==> config.mk <==
export PLATFORM = sky130hd
export DESIGN_NAME = ext_mem_responder
export DESIGN_NICKNAME = d
export VERILOG_FILES = /design/src/rtl/ext_mem_responder_pkg.sv /design/src/rtl/ext_mem_responder_sync_fifo.sv /design/src/rtl/ext_mem_responder.sv
export SDC_FILE = /design/constraint.sdc
export NUM_CORES = 2
export LEC_CHECK = 0
export BUFFER_PORTS_ARGS = -buffer_cell sky130_fd_sc_hd__clkbuf_2
export CAP_MARGIN = 10
export CORE_AREA = 4 4 704 357
export CTS_CLUSTER_DIAMETER = 100
export DETAILED_ROUTE_END_ITERATION = 10
export DIE_AREA = 0 0 708 361
export GPL_TIMING_DRIVEN = 0
export SYNTH_ARGS = -nofsm -noshare
export SYNTH_HDL_FRONTEND = slang
export SYNTH_SLANG_ARGS = --single-unit
==> constraint.sdc <==
create_clock -name clk -period 12.6 [get_ports clk]
set_input_delay 0.63 -clock clk [delete_from_list [all_inputs] [get_ports clk]]
set_output_delay 0.63 -clock clk [all_outputs]
set_load 0.05 [all_outputs]
==> src/rtl/ext_mem_responder_pkg.sv <==
// Shared types and defaults for the external-load responder in front of the CPU data RAM.
package ext_mem_responder_pkg;

  typedef enum logic [1:0] {
    ST_LOAD  = 2'd0,
    ST_DRAIN = 2'd1,
    ST_RUN   = 2'd2
  } state_t;

  localparam int unsigned DEF_DEPTH_WORDS = 64;
  localparam int unsigned DEF_FIFO_DEPTH  = 4;
  localparam int unsigned DEF_CNT_W       = 16;

  function automatic int unsigned idx_w(input int unsigned depth);
    return (depth > 1) ? $clog2(depth) : 1;
  endfunction

endpackage

==> src/rtl/ext_mem_responder_sync_fifo.sv <==
// Small synchronous FIFO; reset flushes pointers and count, storage is left as-is.
module sync_fifo #(
  parameter int WIDTH = 38,
  parameter int DEPTH = 4
) (
  input  logic                     clk,
  input  logic                     reset,
  input  logic                     push,
  input  logic                     pop,
  input  logic [WIDTH-1:0]         din,
  output logic [WIDTH-1:0]         dout,
  output logic                     full,
  output logic                     empty,
  output logic [$clog2(DEPTH):0]   count
);

  localparam int AW = $clog2(DEPTH);

  logic [WIDTH-1:0] mem [DEPTH];
  logic [AW-1:0]    wr_ptr;
  logic [AW-1:0]    rd_ptr;
  logic             do_push;
  logic             do_pop;

  // DEPTH is a power of two, so the count MSB alone marks full
  assign full    = count[AW];
  assign empty   = (count == '0);
  assign do_push = push & ~full;
  assign do_pop  = pop & ~empty;
  assign dout    = mem[rd_ptr];

  always_ff @(posedge clk) begin
    if (do_push) mem[wr_ptr] <= din;
  end

  always_ff @(posedge clk) begin
    if (reset) begin
      wr_ptr <= '0;
      rd_ptr <= '0;
      count  <= '0;
    end else begin
      if (do_push) wr_ptr <= wr_ptr + 1'b1;
      if (do_pop)  rd_ptr <= rd_ptr + 1'b1;
      case ({do_push, do_pop})
        2'b10:   count <= count + 1'b1;
        2'b01:   count <= count - 1'b1;
        default: count <= count;
      endcase
    end
  end

endmodule

==> src/rtl/ext_mem_responder.sv <==
// Data-RAM responder: buffers external preload writes, arbitrates them against core stores,
// and reports when memory is consistent so the core may run.
module ext_mem_responder
  import ext_mem_responder_pkg::*;
#(
  parameter int DEPTH_WORDS = DEF_DEPTH_WORDS,
  parameter int FIFO_DEPTH  = DEF_FIFO_DEPTH,
  parameter int CNT_W       = DEF_CNT_W
) (
  input  logic             clk,
  input  logic             reset,
  input  logic             core_hold,
  input  logic             Ext_MemWrite,
  input  logic [31:0]      Ext_DataAdr,
  input  logic [31:0]      Ext_WriteData,
  input  logic             MemWrite,
  input  logic [31:0]      DataAdr,
  input  logic [31:0]      WriteData,
  output logic [31:0]      ReadData,
  output logic             ext_busy,
  output logic             ext_err,
  output logic [CNT_W-1:0] load_count,
  output logic             mem_ready
);

  localparam int IW = idx_w(DEPTH_WORDS);
  localparam int EW = IW + 32;
  localparam int FW = $clog2(FIFO_DEPTH) + 1;
  localparam logic [CNT_W-1:0] CNT_MAX = '1;

  logic [31:0]   ram [DEPTH_WORDS];
  state_t        state;
  logic          hold_q;
  logic          fifo_full;
  logic          fifo_empty;
  logic [FW-1:0] fifo_count;
  logic [EW-1:0] fifo_din;
  logic [EW-1:0] fifo_dout;
  logic          ext_aligned;
  logic          ext_in_range;
  logic          ext_push;
  logic          ext_reject;
  logic          core_wr;
  logic          commit;
  logic [IW-1:0] core_idx;
  logic [IW-1:0] commit_idx;
  logic [31:0]   commit_data;
  logic          unused_bits;

  assign ext_aligned  = (Ext_DataAdr[1:0] == 2'b00);
  assign ext_in_range = ~|Ext_DataAdr[31:IW+2];
  assign ext_push     = Ext_MemWrite & ext_aligned & ext_in_range & ~fifo_full;
  // A full FIFO rejects even when a pop frees a slot in the same cycle
  assign ext_reject   = Ext_MemWrite & (~ext_aligned | ~ext_in_range | fifo_full);

  assign core_wr      = (state == ST_RUN) & MemWrite;
  assign commit       = ~fifo_empty & ~core_wr;

  assign fifo_din     = {Ext_DataAdr[IW+1:2], Ext_WriteData};
  assign commit_idx   = fifo_dout[EW-1:32];
  assign commit_data  = fifo_dout[31:0];
  assign core_idx     = DataAdr[IW+1:2];

  assign ReadData     = ram[core_idx];
  assign ext_busy     = fifo_full;
  assign unused_bits  = ^{DataAdr[31:IW+2], DataAdr[1:0], fifo_count};

  sync_fifo #(
    .WIDTH (EW),
    .DEPTH (FIFO_DEPTH)
  ) u_fifo (
    .clk   (clk),
    .reset (reset),
    .push  (ext_push),
    .pop   (commit),
    .din   (fifo_din),
    .dout  (fifo_dout),
    .full  (fifo_full),
    .empty (fifo_empty),
    .count (fifo_count)
  );

  // RAM survives reset; writes are suppressed during it so reset is a clean cut mid-drain
  always_ff @(posedge clk) begin
    if (!reset) begin
      if (core_wr)     ram[core_idx]   <= WriteData;
      else if (commit) ram[commit_idx] <= commit_data;
    end
  end

  always_ff @(posedge clk) begin
    if (reset) begin
      state      <= ST_LOAD;
      mem_ready  <= 1'b0;
      ext_err    <= 1'b0;
      load_count <= '0;
      hold_q     <= 1'b0;
    end else begin
      hold_q <= core_hold;
      if (ext_reject) ext_err <= 1'b1;

      if (core_hold && !hold_q)
        load_count <= commit ? CNT_W'(1) : '0;
      else if (commit && load_count != CNT_MAX)
        load_count <= load_count + 1'b1;

      unique case (state)
        ST_LOAD: begin
          if (!core_hold) state <= ST_DRAIN;
          mem_ready <= 1'b0;
        end
        ST_DRAIN: begin
          if (core_hold) begin
            state     <= ST_LOAD;
            mem_ready <= 1'b0;
          end else if (fifo_empty && !ext_push) begin
            state     <= ST_RUN;
            mem_ready <= 1'b1;
          end
        end
        ST_RUN: begin
          if (core_hold) begin
            state     <= ST_LOAD;
            mem_ready <= 1'b0;
          end
        end
        default: begin
          state     <= ST_LOAD;
          mem_ready <= 1'b0;
        end
      endcase
    end
  end

endmodule

==> flow_summary_export.csv <==
group,metric,value,unit
run_status,outcome,"complete, no violations",
route,first_iter_violations,8345,
setup_path,cp-start-kind,"input port",
route,viasPerCell,5.89,
grt,grt_pass1_vias,42214,
yosys,async_flop_share,0,%
die,start_util,34.8,%
setup_path,reg2regPathDepth,9,
sta,hold_violations,0,
placed_design,dpl.hpwl,178000,µm
yosys,syn_area,0.0853,mm²
yosys,synth_top_flop_cell,"edfxtp_1",
finish,layout-drive-gt1-share,30.4,%
yosys,avgSynthCellArea,22.9,µm²
min_path,min-delay-start,"Ext_MemWrite",
finish,area_growth_syn_to_layout,16.2,%
setup_path,max_stage_delay,0.87,ns
route,wire_per_inst,34.4,µm
grt,met2_usage,24.9,%
sta,finalCritPeriodShare,47.0,%
yosys,ys_ff_latch,2230,
grt,grt_overflow_total,0,
route,ant_nets,0,
route,num_vias,45084,
route,totalWireLength,263000,µm
sta,period_minus_slack,5.93,ns
setup_path,crit_fanout,10,
grt,grt_busiest_layer,"met1",
setup_path,startpoint,"DataAdr[4]",
route,drc,0,
yosys,synth-edff-count,2200,
power_and_ir_drop,ir_drop,0.000110,V
min_path,holdCritPathClass,"input port to flip-flop",
cts,htreeDepth,4,
die,ios,184,
yosys,seq_area_frac_synth,78.1,%
setup_path,rr_endpoint,"ram[19][11]$_DFFE_PP_",
grt,grt_max_degree,65,
yosys,syn_nets,3874,
cts,cts.sinks,2230,
cts,root_buffer,"clkbuf_16",
sta,rsz0062_at_grt,"no",
placed_design,place_congestion,0.883,
grt,grtUsageTotal,20.1,%
cts,clk_pin_slew,0.07,ns
setup_path,critPathArrivalTime,5.30,ns
setup_path,crit_slowest_cell,"clkbuf_1",
die,die_w,708,µm
power_and_ir_drop,power.leakage,30.5,nW
die,core_area,0.245,mm²
finish,post-route-util,40.4,%
sta,clock.fmax,169,MHz
sta,finClkSkew,0.0663,ns
route,firstDrtPassIters,7,
finish,fillers,21310,
sta,setup_tns,0,ns
cts,cts_tree,"built",
die,dieArea,0.256,mm²
cts,cts_resized,0,
setup_path,worstSetupPathType,"input port to output pin",
setup_path,critPathMostFrequentCell,"buf_2",
sta,max-slew-margin-rel,6.81,%
grt,antenna_found_initial,20,
setup_path,critical_path_required,11.97,ns
sta,worstMarginPinSlew,1.40,ns
cts,cts_buffers,186,
finish,fin_nets,4384,
placed_design,io_buffers,153,
setup_path,cp_cell_sequence,"buf_2 -> buf_2 -> nand3b_1 -> clkbuf_1 -> o22ai_1 -> nor4_1 -> a2bb2oi_1 -> clkbuf_2",
die,dieHeight,361,µm
setup_path,cp-endpoint,"ReadData[22]",
setup_path,reg2reg_slack,8.22,ns
die,row_count,129,
yosys,synth-warning-count,0,
cts,cts_buffer_depth,4,
power_and_ir_drop,power_density,165,mW/mm²
grt,met1_usage,31.6,%
flow_run,max-cap-violations,0,
setup_path,end_kind,"output pin",
sta,setup_viol,0,
grt,grt_pass1_wl,357000,µm
cts,insertion_delay,0.84,ns
grt,grt_util_met3,9.43,%
yosys,syn-instance-count,3734,
yosys,yosysUniqueCellTypes,60,
sta,maxSlewViolCount,0,
-- layer usage --
metal / part of all wire (%) / vias to the layer above
met5: 0.13 / -
met4: 2.2 / 22
met3: 17 / 403
met2: 38 / 3316
met1: 43 / 24300
li1: - / 17043
-- cells in the mapped netlist, types with 10 or more instances --
master	number	area share, %
mux2_2	56	0.74
nor4_1	31	0.23
dfxtp_1	30	0.70
nand2_1	48	0.21
buf_4	37	0.33
o211ai_1	11	0.097
inv_1	14	0.062
nor2_1	80	0.35
o22ai_1	144	1.1
nor3_1	37	0.22
mux2i_1	79	0.93
o221ai_1	19	0.20
nand3_1	12	0.070
o22a_1	15	0.15
edfxtp_1	2200	77
clkbuf_1	72	0.32
a21oi_1	38	0.22
buf_1	10	0.044
mux4_2	555	15
buf_2	77	0.45
nor2b_1	15	0.11
nand2b_1	16	0.12
-- power by group --
| part | internal (mW) | switching (mW) | total, mW | leakage [nW] |
|---|---|---|---|---|
| Combinational | 0.545 | 1.39 | 1.94 | 7.71 |
| Clock | 3.06 | 2.69 | 5.74 | 2.77 |
| Sequential | 8.69 | 0.0289 | 8.71 | 20.0 |
| Total | 12.3 | 4.11 | 16.4 | 30.5 |
-- worst max-delay path: cells and delay by family --
family	cells	cell delay, ns
AO/OA/AOI/OAI	2	1.21
AND/OR/NAND/NOR	2	1.14
buffers and inverters	4	2.27
-- logic make-up after synthesis --
group / count (synthesis) / share of synthesized area [%]
AND/OR/NAND/NOR: 298 / 1.82
multiplexers: 690 / 16.3
XOR/XNOR: 5 / 0.0513
AO/OA/AOI/OAI: 288 / 2.31
buffers and inverters: 216 / 1.27
adder cells (fa/ha/maj): 7 / 0.111
flip-flops: 2230 / 78.1
-- registers in the layout, summed over array words and instances, names as in the netlist, named ones only --
signal and cells:
state 2, hold_q 1, mem_ready 1, u_fifo.rd_ptr 2, u_fifo.wr_ptr 2, ram 2048
ext_err 1, u_fifo.count 3, load_count 16, u_fifo.mem 152
-- cell type report --
type	count	area, µm²	share of cell area, %
inverters	15	56.3	0.0568
well taps	3275	4100	4.13
multi-input cells	1288	18100	18.2
plain buffers	201	1030	1.04
repair buffers	322	3510	3.54
clock buffers	234	4900	4.94
diodes	5	12.5	0.0126
flip-flops and latches	2230	66700	67.2
clock inverters	90	815	0.822
-- placed cells by master (no fill, tap or decap), types with 19 or more instances in the layout --
cell type,n
clkbuf_2,154
o221ai_1,19
mux2i_1,79
buf_6,34
mux2_2,44
nand2_1,48
nor3_1,29
nor2_1,40
clkinv_2,19
o22ai_1,144
nor4_1,31
a21oi_1,38
dfxtp_1,30
clkbuf_1,117
clkinv_1,47
mux4_2,555
dlygate4sd3_1,39
buf_4,42
nor2_4,48
buf_12,75
buf_2,77
clkbuf_16,190
edfxtp_1,2200
-- stage by stage --
stage	setup WS [ns]	area, µm²	power, mW	hold WS (ns)	instances
global route	6.76	99100	16.9	0.0455	7655
finish	6.67	99200	16.4	0.0684	7660
CTS	6.90	98800	16.4	0.00144	7641
global placement	3.14	90200	10.6	0.440	7162
detailed placement	6.90	92700	10.8	0.449	7278
floorplan	8.03	85300	9.84	0.450	3734
-- how the worst min path moves through the flow --
stage / slack, ns / end / depth (start not counted)
6_report: 0.07 / ext_err$_SDFFE_PP0P_ / 3
5_1_grt: 0.05 / ext_err$_SDFFE_PP0P_ / 3
4_1_cts: 0.001 / ext_err$_SDFFE_PP0P_ / 3
3_5_place_dp: 0.45 / ext_err$_SDFFE_PP0P_ / 2
3_3_place_gp: 0.44 / ext_err$_SDFFE_PP0P_ / 2
2_1_floorplan: 0.45 / mem_ready$_SDFFE_PP0P_ / 1
-- timing repair --
item / 4_1_cts / 5_1_grt
endpoints found under the hold margin: 153 / 0
setup endpoints to repair: 0 / 0
buffers inserted: 0 / 0
hold buffers: 39 / 0
(Power assumes the default switching activity.)
